`config.mk`:
```
export PLATFORM = sky130hd
export DESIGN_NAME = ctrl_pipe_chain
export DESIGN_NICKNAME = d
export VERILOG_FILES = /design/src/rtl/ctrl_pipe_pkg.sv /design/src/rtl/ctrl_pipe_stage.sv /design/src/rtl/ctrl_pipe_chain.sv
export SDC_FILE = /design/constraint.sdc
export NUM_CORES = 1
export LEC_CHECK = 0
export ABC_CLOCK_PERIOD_IN_PS = 1450
export CAP_MARGIN = 15
export CORE_MARGIN = 8
export CORE_UTILIZATION = 38
export CTS_CLUSTER_SIZE = 25
export DETAILED_ROUTE_END_ITERATION = 10
export MAX_ROUTING_LAYER = met4
export PLACE_DENSITY = 0.87
export SYNTH_ARGS = -nofsm -noshare
export SYNTH_HDL_FRONTEND = slang
export SYNTH_SLANG_ARGS = --single-unit
```
`constraint.sdc`:
```
create_clock -name clk -period 1.45 [get_ports clk]
set_clock_uncertainty 0.05 [all_clocks]
set_input_delay 0.29 -clock clk [delete_from_list [all_inputs] [get_ports clk]]
set_output_delay 0.29 -clock clk [all_outputs]
set_load 0.02 [all_outputs]
```
`src/rtl/ctrl_pipe_pkg.sv`:
```
// Shared constants for the control-word pipeline: control bit positions,
// default control width and stage indices of the 5-stage core.
package ctrl_pipe_pkg;

   localparam int CTRL_W             = 4;

   localparam int CTRL_REGWRITE      = 0;
   localparam int CTRL_RESULTSRC_LSB = 1;
   localparam int CTRL_RESULTSRC_MSB = 2;
   localparam int CTRL_MEMWRITE      = 3;

   localparam int STG_E = 0;
   localparam int STG_M = 1;
   localparam int STG_W = 2;

endpackage

```
`src/rtl/ctrl_pipe_stage.sv`:
```
// One control pipeline register: WIDTH data bits plus a valid bit, with
// priority reset > flush > hold > bubble > load.
module ctrl_pipe_stage #(
   parameter int               WIDTH  = 4,
   parameter logic [WIDTH-1:0] BUBBLE = '0
) (
   input  logic             clk,
   input  logic             reset,
   input  logic             flush,
   input  logic             hold,
   input  logic             bubble,
   input  logic [WIDTH-1:0] d,
   input  logic             vld,
   output logic [WIDTH-1:0] q,
   output logic             vld_q
);

   always_ff @(posedge clk) begin
      if (reset || flush) begin
         q     <= BUBBLE;
         vld_q <= 1'b0;
      end else if (hold) begin
         q     <= q;
         vld_q <= vld_q;
      end else if (bubble) begin
         q     <= BUBBLE;
         vld_q <= 1'b0;
      end else begin
         // An invalid word never carries stale data downstream.
         q     <= vld ? d : BUBBLE;
         vld_q <= vld;
      end
   end

endmodule

```
`src/rtl/ctrl_pipe_chain.sv`:
```
// Parametrised chain of control-word pipeline registers with per-stage stall,
// flush, stall back-propagation and bubble insertion. CTRL_PIPE_PERF_EN adds bubble_cnt_o.
module ctrl_pipe_chain
   import ctrl_pipe_pkg::*;
#(
   parameter int               WIDTH  = CTRL_W,
   parameter int               STAGES = 3,
   parameter logic [WIDTH-1:0] BUBBLE = '0
) (
   input  logic                    clk,
   input  logic                    reset,
   input  logic [WIDTH-1:0]        d_i,
   input  logic                    valid_i,
   input  logic [STAGES-1:0]       stall_i,
   input  logic [STAGES-1:0]       flush_i,
   output logic [STAGES*WIDTH-1:0] q_o,
   output logic [STAGES-1:0]       valid_o,
   output logic                    hold_i_o
`ifdef CTRL_PIPE_PERF_EN
   ,
   output logic [15:0]             bubble_cnt_o
`endif
);

   logic [WIDTH-1:0]  data_p [STAGES];
   logic [STAGES-1:0] vld_p;
   logic [STAGES-1:0] hold;

   genvar k;
   generate
      for (k = 0; k < STAGES; k++) begin : g_stage
         logic [WIDTH-1:0] up_d;
         logic             up_v;
         logic             bub;

         // A stall anywhere downstream freezes this stage too.
         assign hold[k] = |(stall_i >> k);

         if (k == 0) begin : g_head
            assign up_d = d_i;
            assign up_v = valid_i;
            assign bub  = 1'b0;
         end else begin : g_body
            assign up_d = data_p[k-1];
            assign up_v = vld_p[k-1];
            assign bub  = hold[k-1];
         end

         // ---- stage k register boundary ----
         ctrl_pipe_stage #(
            .WIDTH  (WIDTH),
            .BUBBLE (BUBBLE)
         ) u_stage (
            .clk    (clk),
            .reset  (reset),
            .flush  (flush_i[k]),
            .hold   (hold[k]),
            .bubble (bub),
            .d      (up_d),
            .vld    (up_v),
            .q      (data_p[k]),
            .vld_q  (vld_p[k])
         );

         assign q_o[k*WIDTH +: WIDTH] = data_p[k];
      end
   endgenerate

   assign valid_o  = vld_p;
   assign hold_i_o = hold[0];

`ifdef CTRL_PIPE_PERF_EN
   always_ff @(posedge clk) begin
      if (reset) begin
         bubble_cnt_o <= 16'h0000;
      end else if (!vld_p[STAGES-1] && (bubble_cnt_o != 16'hFFFF)) begin
         bubble_cnt_o <= bubble_cnt_o + 16'h0001;
      end
   end
`endif

endmodule

```
==> impl_metrics.py, run 1 <==
metrics = {
    "critical_path": {
        "required_ps": 1110,
        "cp_max_fo": 3,
        "critPathTopFamily": "flip-flops",
        "critical_path_class": "flop to primary output",
        "crit_path_max_incr_delay_ps": 370,
        "endpoint_kind": "primary output",
        "path_cells": "dlygate4sd2_1",
        "critPathSlowestCell": "dfxtp_1",
        "cp.buffers_inverters": 1,
        "arrival_ps": 1010,
        "start_kind": "flop",
    },
    "yosys": {
        "yosys.area_share.simple": 0.2272,
        "async_flop_share": 0,
        "ys_seq_area_frac": 0.5096,
        "synth_common_cells": "dfxtp_1, nand2_1, a21oi_1, nor3_1",
        "synthMuxAreaShare": 0,
        "yosysTopAreaCellShare": 0.5096,
        "synthDistinctLibCells": 17,
        "synth_edf_count": 0,
        "synth_cells": 59,
        "yosysWarningCount": 0,
        "synth_top_family_by_area": "simple AND/OR/NAND/NOR gates",
        "yosys-top-cells-area": "dfxtp_1, a22o_1, a21oi_1",
        "syn_area_per_cell_um2": 9.988,
        "yosys_register_bits": 15,
        "synth_area_leader_cell": "dfxtp_1",
        "synth_nets": 72,
        "ys.flop_type": "dfxtp_1",
        "netlist_area_um2": 589.3,
        "synth_compound_area_frac": 0.1826,
        "synthAdderAreaFrac": 0,
        "synthXorXnorAreaFrac": 0,
        "yosysMostFrequentCell": "dfxtp_1",
    },
    "timing": {
        "setup_viol": 0,
        "finalCritPeriodShare": 0.9337,
        "worst_pin_slew_ps": 434.6,
        "postLayoutSetupSlackWorst_ps": 96.15,
        "max_freq_mhz": 738.6,
        "slew_violations": 0,
        "grt_setup_unrepaired": "false",
        "maxSlewHeadroom": 0.7080,
        "fin_crit_ps": 1354,
        "hold_viol_final": 0,
    },
    "global_routing": {
        "grt_pass1_wl_mm": 2.401,
        "grt_pass1_vias": 563,
        "grt_max_degree": 10,
        "grt-ovfl-total": 0,
        "grt_use_total": 0.09844,
        "antenna_found_initial": 0,
    },
    "final_layout": {
        "stdcell_area_um2": 908.4,
        "layout-drive-gt1-share": 0.1809,
        "nets": 108,
        "num_antenna_cells": 0,
        "syn2layout_area_growth_pct": 54.14,
    },
    "clock_network": {
        "cts_buffers": 3,
        "htree_levels": 1,
        "cts_tree": "done",
        "cts.sinks": 15,
        "cts_hold_buf": 0,
        "cts_buffer_depth": 2,
        "cts-root-buf": "clkbuf_4",
        "path_clk_slew_ps": 90,
        "clk_latency_ps": 290,
    },
    "die": {
        "rows": 14,
        "chipWidth_um": 55.38,
        "core_region_area_um2": 1489,
        "die_h_um": 55.38,
        "die-area_um2": 3067,
        "ios": 29,
        "start_util": 0.3958,
    },
    "outcome": {
        "status": "completed",
    },
    "power": {
        "seq_power_share": 0.562,
        "switching_share": 0.2423,
        "power.density_nw_per_um2": 810.6,
        "pwr-share-comb": 0.105,
        "p_leak_nw": 0.4006,
        "power_switching_mw": 0.1784,
        "power.internal_mw": 0.5579,
        "clockPowerShare": 0.333,
        "design_power_total_mw": 0.7364,
        "ir_drop_mv": 0.4795,
    },
    "drt": {
        "dr.first_iter.drc_count": 5,
        "first_pass_iters": 4,
        "via_per_inst": 5.109,
        "ant_nets": 0,
        "wirelength_mm": 1.449,
        "vias": 562,
        "avgRoutedWirePerCell_um": 13.17,
        "drcViolationCount": 0,
    },
    "worst_hold_path": {
        "min_path_type": "flop to flop",
    },
    "placement": {
        "portBuffers": 28,
        "routabilityCongestion": 0.7433,
        "place_area_um2": 900.9,
        "detailedPlacementHpwl_mm": 1.153,
        "place_ws_ps": -485.8,
    },
    "job": {
        "maxCapViolations": 0,
    },
}
==> cells by family after synthesis <==
kind of cell	count (synthesis)
DFF	15
buffers and inverters	6
AOI/OAI and AO/OA	16
and+or+nand+nor	22
==> registers in the layout, summed over array words and instances, names as in the netlist <==
| name | flops |
|---|---|
| g_stage.u_stage.q | 12 |
| g_stage.u_stage.vld_q | 3 |
==> final cells by class <==
type | instances | area [µm²]
Inverter | 1 | 6.256
Timing Repair Buffer | 36 | 312.8
Multi-Input combinational cell | 38 | 241.5
Clock buffer | 3 | 22.52
Clock inverter | 1 | 5.005
Tap cell | 16 | 20.02
Fill cell | 133 | 580.6
Sequential cell | 15 | 300.3
==> through the flow <==
step                instances  setup TNS, ps  utilization  hold WS (ps)
finish                    110              0       0.6101         425.2
global route              110              0       0.6101         445.8
CTS                       110              0       0.6101         428.6
detailed placement        105          -3079       0.6050         419.1
global placement          105          -2994       0.6050         407.2
floorplan                  59              0            -         312.8
==> repair_timing <==
action,4_1_cts,5_1_grt
endpoints found under the setup margin,20,0
gates resized for setup,22,0
buffers inserted,1,0
==> layer usage <==
metal / vias to the layer above / track usage / part of all wire
li1: 282 / - / -
met1: 249 / 0.09648 / 0.43
met2: 26 / 0.1442 / 0.44
met3: 5 / 0.05251 / 0.094
met4: 0 / 0.07394 / 0.029
met5: - / - / 0
==> final timing paths <==
| check | to | cells after the start | slack [ps] | startpoint |
|---|---|---|---|---|
| setup / recovery | q_o[5] | 1 | 100 | g_stage[1].u_stage.q[1]$_SDFFE_PP0N_ |
| hold / removal | g_stage[0].u_stage.q[3]$_SDFFE_PP0N_ | 2 | 430 | g_stage[0].u_stage.q[3]$_SDFFE_PP0N_ |
| setup reg to reg | g_stage[2].u_stage.q[0]$_SDFFE_PP0N_ | 4 | 460 | g_stage[1].u_stage.vld_q$_SDFFE_PP0N_ |
| hold reg to reg | g_stage[0].u_stage.q[3]$_SDFFE_PP0N_ | 2 | 430 | g_stage[0].u_stage.q[3]$_SDFFE_PP0N_ |
==> cells in the final DEF, fill, tap and decap left out, types with 3 or more instances in the layout <==
master	netlist	routed
dlygate4sd2_1	0	18
dfxtp_1	15	15
clkdlybuf4s50_1	0	9
buf_4	4	8
nand2_1	7	7
a21oi_1	6	6
nor3_1	6	6
nand3_1	4	4
a22oi_1	4	4
a22o_1	4	4
clkbuf_4	0	3
==> power groups by stage <==
stage,combinational [mW],sequential (mW),clock (mW)
finish,0.0773,0.414,0.245
detailed placement,0.0809,0.423,0
global route,0.0836,0.414,0.270
global placement,0.0798,0.423,0
floorplan,0.0273,0.425,0
CTS,0.0776,0.414,0.251
Note: power is estimated with default switching activity, not from simulation.
==> run 2, diff against run 1 <==
--- a/config.mk
+++ b/config.mk
@@ -7,7 +7,6 @@
 export LEC_CHECK = 0
 export ABC_CLOCK_PERIOD_IN_PS = 1450
 export CAP_MARGIN = 15
-export CORE_MARGIN = 8
 export CORE_UTILIZATION = 38
 export CTS_CLUSTER_SIZE = 25
 export DETAILED_ROUTE_END_ITERATION = 10
==> impl_metrics.py, run 2 (synthesis gave the netlist of run 1 again) <==
metrics = {
    "critical_path": {
        "critical_path_class": "flop to primary output",
        "cp_max_fo": 3,
        "cp_num_cells": 1,
        "reg2reg_depth": 4,
        "critPathSlowestCell": "dfxtp_1",
        "endpoint_kind": "primary output",
        "cp.buffers_inverters": 1,
        "crit_path_max_incr_delay_ps": 370,
        "start_kind": "flop",
        "path_cells": "dlygate4sd2_1",
        "critPathTopFamily": "flip-flops",
        "arrival_ps": 1020,
        "required_ps": 1110,
    },
    "final_layout": {
        "final_cells": 107,
        "layout-drive-gt1-share": 0.1630,
        "nets": 106,
        "syn2layout_area_growth_pct": 51.38,
        "final_cell_mix": "dlygate4sd2_1, dfxtp_1, clkdlybuf4s50_1, nand2_1",
        "top_regs": "g_stage.u_stage.q x12, g_stage.u_stage.vld_q x3",
        "final_common_cell": "dlygate4sd2_1",
        "fill_cells": 134,
        "num_antenna_cells": 0,
        "largest_reg_flops": 12,
        "top_register": "g_stage.u_stage.q",
    },
    "drt": {
        "via_per_inst": 5.196,
        "met1_length_um": 570,
        "wirelength_mm": 1.360,
        "ant_nets": 0,
        "first_pass_iters": 4,
        "wl_met3_um": 101,
        "drcViolationCount": 0,
        "top_layer": "met4",
        "vias": 556,
        "wl_met2_um": 658,
        "dr.first_iter.drc_count": 6,
        "avgRoutedWirePerCell_um": 12.71,
    },
    "timing": {
        "finalCritPeriodShare": 0.9350,
        "maxSlewHeadroom": 0.7158,
        "max_freq_mhz": 737.6,
        "worst_pin_slew_ps": 423.0,
        "hold_viol_final": 0,
        "setup_viol": 0,
        "holdWs_ps": 436.2,
        "grt_setup_unrepaired": "false",
        "fin_crit_ps": 1356,
        "slew_violations": 0,
    },
    "global_routing": {
        "grt_max_degree": 10,
        "grt-ovfl-total": 0,
        "grt_pass1_wl_mm": 2.097,
        "grt_use_total": 0.2041,
        "antenna_found_initial": 0,
        "grt_pass1_vias": 529,
    },
    "power": {
        "power.density_nw_per_um2": 822.8,
        "power_switching_mw": 0.1778,
        "pwr-share-comb": 0.103,
        "power.internal_mw": 0.5562,
        "clockPowerShare": 0.333,
        "ir_drop_mv": 0.4696,
        "p_leak_nw": 0.3899,
        "seq_power_share": 0.564,
        "switching_share": 0.2422,
    },
    "outcome": {
        "status": "completed",
    },
    "worst_hold_path": {
        "min_path_type": "flop to flop",
        "min_path_cells": 2,
    },
    "die": {
        "die-area_um2": 1712,
        "die_h_um": 41.38,
        "start_util": 0.4313,
        "core_region_area_um2": 1366,
        "chipWidth_um": 41.38,
        "ios": 29,
        "rows": 13,
    },
    "clock_network": {
        "cts_buffer_depth": 2,
        "cts_buffers": 3,
        "cts-root-buf": "clkbuf_4",
        "path_clk_slew_ps": 100,
        "post_cts_buffers": 0,
        "clk_latency_ps": 290,
        "cts_hold_buf": 0,
        "htree_levels": 1,
        "cts-resized-gates": 22,
        "cts.sinks": 15,
        "cts_tree": "done",
    },
    "placement": {
        "detailedPlacementHpwl_mm": 1.093,
        "portBuffers": 28,
        "dp.cells": 103,
        "routabilityCongestion": 0.7271,
    },
    "job": {
        "maxCapViolations": 0,
    },
}
-- run 2: changes by cell type in the layout (fill, tap and decap cells not counted) --
cell   delta
buf_4     -2
-- run 2: routing by layer --
metal  global-route usage  vias to the layer above
met1               0.2007                      245
met3              0.04787                        4
met2               0.3516                       26
li1                     -                      281
met4               0.1452                        0
met5                    -                        -
-- run 2: final timing paths --
kind	startpoint	end	slack [ps]
setup / recovery	g_stage[0].u_stage.q[2]$_SDFFE_PP0N_	q_o[2]	90
hold reg to reg	g_stage[0].u_stage.q[2]$_SDFFE_PP0N_	g_stage[0].u_stage.q[2]$_SDFFE_PP0N_	440
setup reg to reg	g_stage[1].u_stage.vld_q$_SDFFE_PP0N_	g_stage[2].u_stage.q[1]$_SDFFE_PP0N_	440
hold / removal	g_stage[0].u_stage.q[2]$_SDFFE_PP0N_	g_stage[0].u_stage.q[2]$_SDFFE_PP0N_	440
-- run 2: power groups by stage --
stage / sequential, mW / clock (mW) / combinational (mW)
after floorplan: 0.425 / 0 / 0.0273
after global placement: 0.424 / 0 / 0.0789
after detailed placement: 0.424 / 0 / 0.0805
after CTS: 0.414 / 0.247 / 0.0759
after global routing: 0.414 / 0.264 / 0.0821
final: 0.414 / 0.245 / 0.0755
-- run 2: area by class of cell --
type | instances | area (µm²) | area share
sequential | 15 | 300.3 | 0.3366
timing repair buffer | 34 | 297.8 | 0.3338
multi-input combinational | 38 | 241.5 | 0.2707
clock buffer | 3 | 22.52 | 0.02525
tap | 15 | 18.77 | 0.02104
inverter | 1 | 6.256 | 0.007013
clock inverter | 1 | 5.005 | 0.005610
-- run 2: per-stage QoR --
stage	total power, mW	setup slack (ps)	util	setup TNS (ps)	instance area, µm²
after floorplan	0.4518	89.20	-	0	589.3
after global placement	0.5025	-500.0	0.6529	-3165	892.1
after detailed placement	0.5041	-499.6	0.6529	-3628	892.1
after CTS	0.7371	82.67	0.6529	0	892.1
after global routing	0.7607	48.57	0.6529	0	892.1
final	0.7340	94.18	0.6529	0	892.1
